--- config.mk ---
export PLATFORM = sky130hd
export DESIGN_NAME = cache_ahb_burst
export DESIGN_NICKNAME = d
export VERILOG_FILES = /design/src/rtl/cache_ahb_burst_pkg.sv /design/src/rtl/cache_ahb_burst_beat_counter.sv /design/src/rtl/cache_ahb_burst.sv
export SDC_FILE = /design/constraint.sdc
export NUM_CORES = 1
export LEC_CHECK = 0
export BUFFER_PORTS_ARGS = -buffer_cell sky130_fd_sc_hd__buf_2
export CAP_MARGIN = 20
export CORE_AREA = 2 2 266 268
export CTS_CLUSTER_SIZE = 25
export DETAILED_ROUTE_END_ITERATION = 8
export DIE_AREA = 0 0 268 270
export GPL_TIMING_DRIVEN = 0
export SLEW_MARGIN = 20
export SYNTH_ARGS = -nofsm -noshare
export SYNTH_HDL_FRONTEND = slang
export SYNTH_SLANG_ARGS = --single-unit
--- constraint.sdc ---
create_clock -name clk -period 24.3 [get_ports clk]
set_input_delay 4.86 -clock clk [delete_from_list [all_inputs] [get_ports clk]]
set_output_delay 4.86 -clock clk [all_outputs]
set_load 0.01 [all_outputs]
--- src/rtl/cache_ahb_burst_pkg.sv ---
// Shared AHB-Lite encodings and FSM state type for the cache line burst engine.
package cache_ahb_burst_pkg;

    typedef enum logic [1:0] {
        HTRANS_IDLE   = 2'b00,
        HTRANS_BUSY   = 2'b01,
        HTRANS_NONSEQ = 2'b10,
        HTRANS_SEQ    = 2'b11
    } ahb_htrans_t;

    typedef enum logic [2:0] {
        HBURST_SINGLE = 3'b000,
        HBURST_INCR   = 3'b001,
        HBURST_INCR4  = 3'b011,
        HBURST_INCR8  = 3'b101,
        HBURST_INCR16 = 3'b111
    } ahb_hburst_t;

    typedef enum logic [1:0] {
        ST_IDLE,
        ST_ADR,
        ST_BURST,
        ST_LAST
    } cache_ahb_state_t;

    // Fixed-length INCR encodings exist only for 4/8/16 beats; anything else uses open INCR.
    function automatic ahb_hburst_t hburst_for(input int beats);
        case (beats)
            1:       return HBURST_SINGLE;
            4:       return HBURST_INCR4;
            8:       return HBURST_INCR8;
            16:      return HBURST_INCR16;
            default: return HBURST_INCR;
        endcase
    endfunction

endpackage

--- src/rtl/cache_ahb_burst_beat_counter.sv ---
// Beat index counter: advances on en_i, wraps to 0 after BEATS-1, clr_i forces 0.
module ahb_beat_counter #(
    parameter int W     = 4,
    parameter int BEATS = 16
) (
    input  logic         clk,
    input  logic         reset,
    input  logic         en_i,
    input  logic         clr_i,
    output logic [W-1:0] cnt_o,
    output logic         last_o
);

    localparam logic [W-1:0] TERM = W'(BEATS - 1);

    logic [W-1:0] cnt_q, cnt_d;

    assign last_o = (cnt_q == TERM);
    assign cnt_o  = cnt_q;

    always_comb begin
        cnt_d = cnt_q;
        if (clr_i)
            cnt_d = '0;
        else if (en_i)
            cnt_d = last_o ? '0 : cnt_q + W'(1);
    end

    always_ff @(posedge clk or posedge reset) begin
        if (reset)
            cnt_q <= '0;
        else
            cnt_q <= cnt_d;
    end

endmodule

--- src/rtl/cache_ahb_burst.sv ---
// Turns one cache line request into a single AHB-Lite incrementing burst (fetch or writeback).
// Optional bus error abort is enabled by defining CACHE_AHB_BUS_ERR_EN.
module cache_ahb_burst
    import cache_ahb_burst_pkg::*;
#(
    parameter int PA_BITS = 32,
    parameter int AHBW    = 32,
    parameter int LINELEN = 512,
    parameter int LOGBWPL = 4
) (
    input  logic               clk,
    input  logic               reset,
    input  logic [1:0]         CacheBusRW,
    input  logic [PA_BITS-1:0] CacheBusAdr,
    input  logic [AHBW-1:0]    ReadDataWord,
    input  logic               FlushStage,
    output logic               CacheBusAck,
    output logic               CacheBusCommitted,
    output logic [LOGBWPL-1:0] BeatCount,
    output logic               SelBusBeat,
    output logic [LINELEN-1:0] FetchBuffer,
    output logic [PA_BITS-1:0] HADDR,
    output logic [1:0]         HTRANS,
    output logic               HWRITE,
    output logic [2:0]         HBURST,
    output logic [2:0]         HSIZE,
    output logic [AHBW-1:0]    HWDATA,
    input  logic               HREADY,
    input  logic [AHBW-1:0]    HRDATA
`ifdef CACHE_AHB_BUS_ERR_EN
    ,
    input  logic               HRESP,
    output logic               BusErr
`endif
);

    localparam int          BEATS      = LINELEN / AHBW;
    localparam int          BYTE_SHIFT = $clog2(AHBW / 8);
    localparam logic [2:0]  HSIZE_VAL  = 3'(BYTE_SHIFT);
    localparam ahb_hburst_t HBURST_VAL = hburst_for(BEATS);

    cache_ahb_state_t   state_q, state_d;
    ahb_htrans_t        htrans;
    logic [PA_BITS-1:0] base_q;
    logic               write_q;
    logic [AHBW-1:0]    hwdata_q;
    logic [LOGBWPL-1:0] adr_beat, data_beat;
    logic               adr_last, data_last;
    logic               start, adr_phase, in_data, data_phase, abort;
    logic               adr_accept, data_accept;

    assign start      = (state_q == ST_IDLE) && (|CacheBusRW) && !FlushStage;
    assign adr_phase  = (state_q == ST_ADR) || (state_q == ST_BURST);
    assign in_data    = (state_q == ST_BURST) || (state_q == ST_LAST);

`ifdef CACHE_AHB_BUS_ERR_EN
    logic err_q;
    // Once an error is seen the LAST cycle carries no data phase, only the error ack.
    assign data_phase = in_data && !err_q;
    assign abort      = data_phase && HRESP;
    assign BusErr     = (state_q == ST_LAST) && err_q;

    always_ff @(posedge clk or posedge reset) begin
        if (reset)
            err_q <= 1'b0;
        else if (abort)
            err_q <= 1'b1;
        else if (state_d == ST_IDLE)
            err_q <= 1'b0;
    end
`else
    assign data_phase = in_data;
    assign abort      = 1'b0;
`endif

    assign adr_accept  = adr_phase && HREADY && !abort;
    assign data_accept = data_phase && HREADY && !abort;

    ahb_beat_counter #(.W(LOGBWPL), .BEATS(BEATS)) u_adr_cnt (
        .clk    (clk),
        .reset  (reset),
        .en_i   (adr_accept),
        .clr_i  (abort),
        .cnt_o  (adr_beat),
        .last_o (adr_last)
    );

    ahb_beat_counter #(.W(LOGBWPL), .BEATS(BEATS)) u_data_cnt (
        .clk    (clk),
        .reset  (reset),
        .en_i   (data_accept),
        .clr_i  (abort),
        .cnt_o  (data_beat),
        .last_o (data_last)
    );

    always_comb begin
        state_d     = state_q;
        htrans      = HTRANS_IDLE;
        CacheBusAck = 1'b0;
        case (state_q)
            ST_IDLE: begin
                if (start)
                    state_d = ST_ADR;
            end
            ST_ADR: begin
                htrans = HTRANS_NONSEQ;
                if (HREADY)
                    state_d = (BEATS > 1) ? ST_BURST : ST_LAST;
            end
            ST_BURST: begin
                htrans = HTRANS_SEQ;
                if (abort || (HREADY && adr_last))
                    state_d = ST_LAST;
            end
            ST_LAST: begin
`ifdef CACHE_AHB_BUS_ERR_EN
                if (err_q) begin
                    CacheBusAck = 1'b1;
                    state_d     = ST_IDLE;
                end else
`endif
                if (HREADY && data_last && !abort) begin
                    CacheBusAck = 1'b1;
                    state_d     = ST_IDLE;
                end
            end
            default: state_d = ST_IDLE;
        endcase
    end

    always_ff @(posedge clk or posedge reset) begin
        if (reset) begin
            state_q  <= ST_IDLE;
            base_q   <= '0;
            write_q  <= 1'b0;
            hwdata_q <= '0;
        end else begin
            state_q <= state_d;
            if (start) begin
                base_q  <= CacheBusAdr;
                write_q <= CacheBusRW[0];
            end
            // Word is picked while its address phase is up, so it lands in its own data phase.
            if (adr_accept && write_q)
                hwdata_q <= ReadDataWord;
        end
    end

    genvar gi;
    generate
        for (gi = 0; gi < BEATS; gi++) begin : g_fetch
            logic [AHBW-1:0] word_q;
            always_ff @(posedge clk or posedge reset) begin
                if (reset)
                    word_q <= '0;
                else if (data_accept && !write_q && (data_beat == LOGBWPL'(gi)))
                    word_q <= HRDATA;
            end
            assign FetchBuffer[gi*AHBW +: AHBW] = word_q;
        end
    endgenerate

    assign HTRANS            = htrans;
    assign HADDR             = adr_phase ? base_q + (PA_BITS'(adr_beat) << BYTE_SHIFT) : '0;
    assign HWRITE            = adr_phase && write_q;
    assign HBURST            = adr_phase ? HBURST_VAL : 3'b000;
    assign HSIZE             = adr_phase ? HSIZE_VAL : 3'b000;
    assign HWDATA            = hwdata_q;
    assign BeatCount         = adr_beat;
    assign SelBusBeat        = write_q && (state_q != ST_IDLE);
    assign CacheBusCommitted = (state_q != ST_IDLE);

endmodule
==> impl_metrics.yaml <==
clock_network:
  cts_max_level: 3
  hold_buffers: 0
  clock_path_buffers: 3
  root_buffer: "clkbuf_16"
  cts.sinks: 587
  ctsResizeCount: 0
  cts_tree: "yes"
  cts_setup_buffers: 0
  cts_inserted_buffers: 67
  clk_pin_slew_worst_paths_ns: 0.05
  worst_skew_pair.late_latency_ns: 0.61
floorplan:
  core-area_um2: 69500
  die-area_um2: 72400
  fp.dieW_um: 268
  io_pins: 694
  initial_utilization: 0.333
  num_rows: 97
  die_y_um: 270
critical_path:
  crit_type: "input port to output port"
  startpoint_type: "input port"
  cp-end-kind: "output port"
  cp_max_fo: 10
  worst_ep_arrival_time_ns: 5.36
  cp.required_ns: 19.44
  worst-r2r-cell-count: 7
placed_design:
  dp.cells: 3121
  numPortBuffers: 690
  placed_area_um2: 27900
  globalplace.congestion: 0.861
  dp_slack_ns: 14.05
  place_hpwl_mm: 54.4
logic_synthesis:
  ys_seq_area_frac: 0.634
  synth_edf_count: 0
  synth.avg_cell_area_um2: 15.6
  syn-cell-area_um2: 23200
  synth.distinct_cells: 41
  synth_top_flop_cell: "dfrtp_1"
  synth_seq_cells: 587
  async_flop_share: 1.00
  netlist_instances: 1485
  yosys_warnings: 0
min_path:
  hold_path_class: "register to register"
  min_path_cells: 1
sta:
  fmax_ghz: 0.0979
  fin_crit_ns: 10.22
  timing.slew.headroom: 0.361
  worst_slack_ns: 14.08
  setup_viol: 0
  skew_ns: 0.0316
  tightestPinTransition_ns: 0.959
  drv_slew: 0
  fin_crit_sh: 0.421
  rsz0062_at_grt: "false"
  final-hold-violation-count: 0
pwr:
  p_per_area_nw_per_um2: 132
  clkPwrFrac: 0.251
  p_int_uw: 2600
  leakage_uw: 0.0156
  combPwrFrac: 0.353
  switching_share: 0.346
  vdd_drop_max_v: 0.0000831
  seqPwrFrac: 0.396
  switchingPower_uw: 1370
  p_total_uw: 3970
drt:
  antenna_left: 0
  wl_per_cell_um: 22.4
  routed-via-count: 15400
  first_pass_iters: 5
  drc: 0
  drt-vias-per-instance: 4.74
  drt_iter0_markers: 768
  drt-total-wl_mm: 72.5
cells_and_area:
  final_common_cell: "buf_2"
  final_cell_mix: "buf_2, dfrtp_1, mux2_2, clkbuf_16, clkbuf_1"
  fin_nets: 2367
  design_area_um2: 30200
  final_layout_size_suffix_gt1_frac: 0.613
  instances_no_fill: 3244
  area_delta_synth_final_pct: 30.2
  fin_util: 0.434
status:
  status: "finished, final reports clean"
grt:
  antenna_found_initial: 2
  grt_first_pass_wirelength_mm: 108
  overflow: 0
  grt_start_max_net_pins: 113
  grt_pass1_vias: 16400
  grt_usage: 0.198
run:
  max-cap-violations: 0
[cell families after synthesis]
group | count (synthesis) | synth area share
AND/OR/NAND/NOR | 115 | 0.0281
multiplexers | 587 | 0.285
XOR/XNOR | 6 | 0.00227
buffers and inverters | 119 | 0.0276
other | 1 | 0.000162
flip-flops | 587 | 0.634
AO/OA/AOI/OAI | 55 | 0.0145
adder cells (fa/ha/maj) | 15 | 0.00843
[layout make-up]
class	instances	area, um2
Tap cell	940	1180
Sequential cell	587	14700
Antenna cell	4	10.0
Inverter	13	56.3
Multi-Input combinational cell	780	7840
Clock buffer	100	1930
Fill cell	6439	39400
Timing Repair Buffer	695	3590
Clock inverter	19	269
Buffer	106	591
[power groups by stage]
stage	clock network, uW	registers [uW]	logic, uW
2_1_floorplan	0	1730	593
3_3_place_gp	0	1570	1390
3_5_place_dp	0	1580	1420
4_1_cts	1030	1570	1430
5_1_grt	1070	1620	1510
6_report	997	1570	1400
[synthesized netlist by cell type, drive strengths merged, types with 8 or more instances]
master	n	area (um2)
a21oi	21	105
mux2i	9	90.1
o21ai	12	60.1
inv	13	48.8
nor2	22	113
or3	9	56.3
nand2b	8	50.1
ha	14	175
clkbuf	45	169
dfrtp	587	14700
nand3	19	108
or4	9	67.6
o31ai	11	82.6
buf	61	422
nand2	24	90.1
mux2	578	6510
[final timing paths]
check                                       from               endpoint  slack (ns)
max                                       HREADY            CacheBusAck       14.08
min reg2reg                g_fetch[6].word_q[19]  g_fetch[6].word_q[19]        0.48
min                        g_fetch[6].word_q[19]  g_fetch[6].word_q[19]        0.48
max reg2reg                           state_q[0]  g_fetch[8].word_q[29]       21.45
max in group asynchronous                  reset  g_fetch[9].word_q[26]       18.00
min in group asynchronous                  reset   g_fetch[1].word_q[3]        4.34
[registers in the layout, summed over array words and instances, names as in the netlist]
| signal | flops |
|---|---|
| g_fetch.word_q | 512 |
| state_q | 2 |
| write_q | 1 |
| u_data_cnt.cnt_o | 4 |
| base_q | 32 |
| HWDATA | 32 |
| u_adr_cnt.cnt_o | 4 |
[metal layers]
layer,vias up,GRT usage,routed length (um)
met1,7940,0.232,28600
li1,6787,-,-
met4,0,0.0609,2030
met3,121,0.0521,4900
met5,-,0,0
met2,529,0.351,37000
[worst max-delay path: stages]
cell and delay (ns):
buf_4 0.15, and3_1 0.19, buf_2 0.16
[per-stage QoR]
stage	TNS (ns)	hold WS (ns)
floorplan	0	0.471
global placement	-1363.83	0.463
detailed placement	0	0.471
CTS	0	0.484
global route	0	0.498
finish	0	0.477
Power figures use the tool's default switching activity.
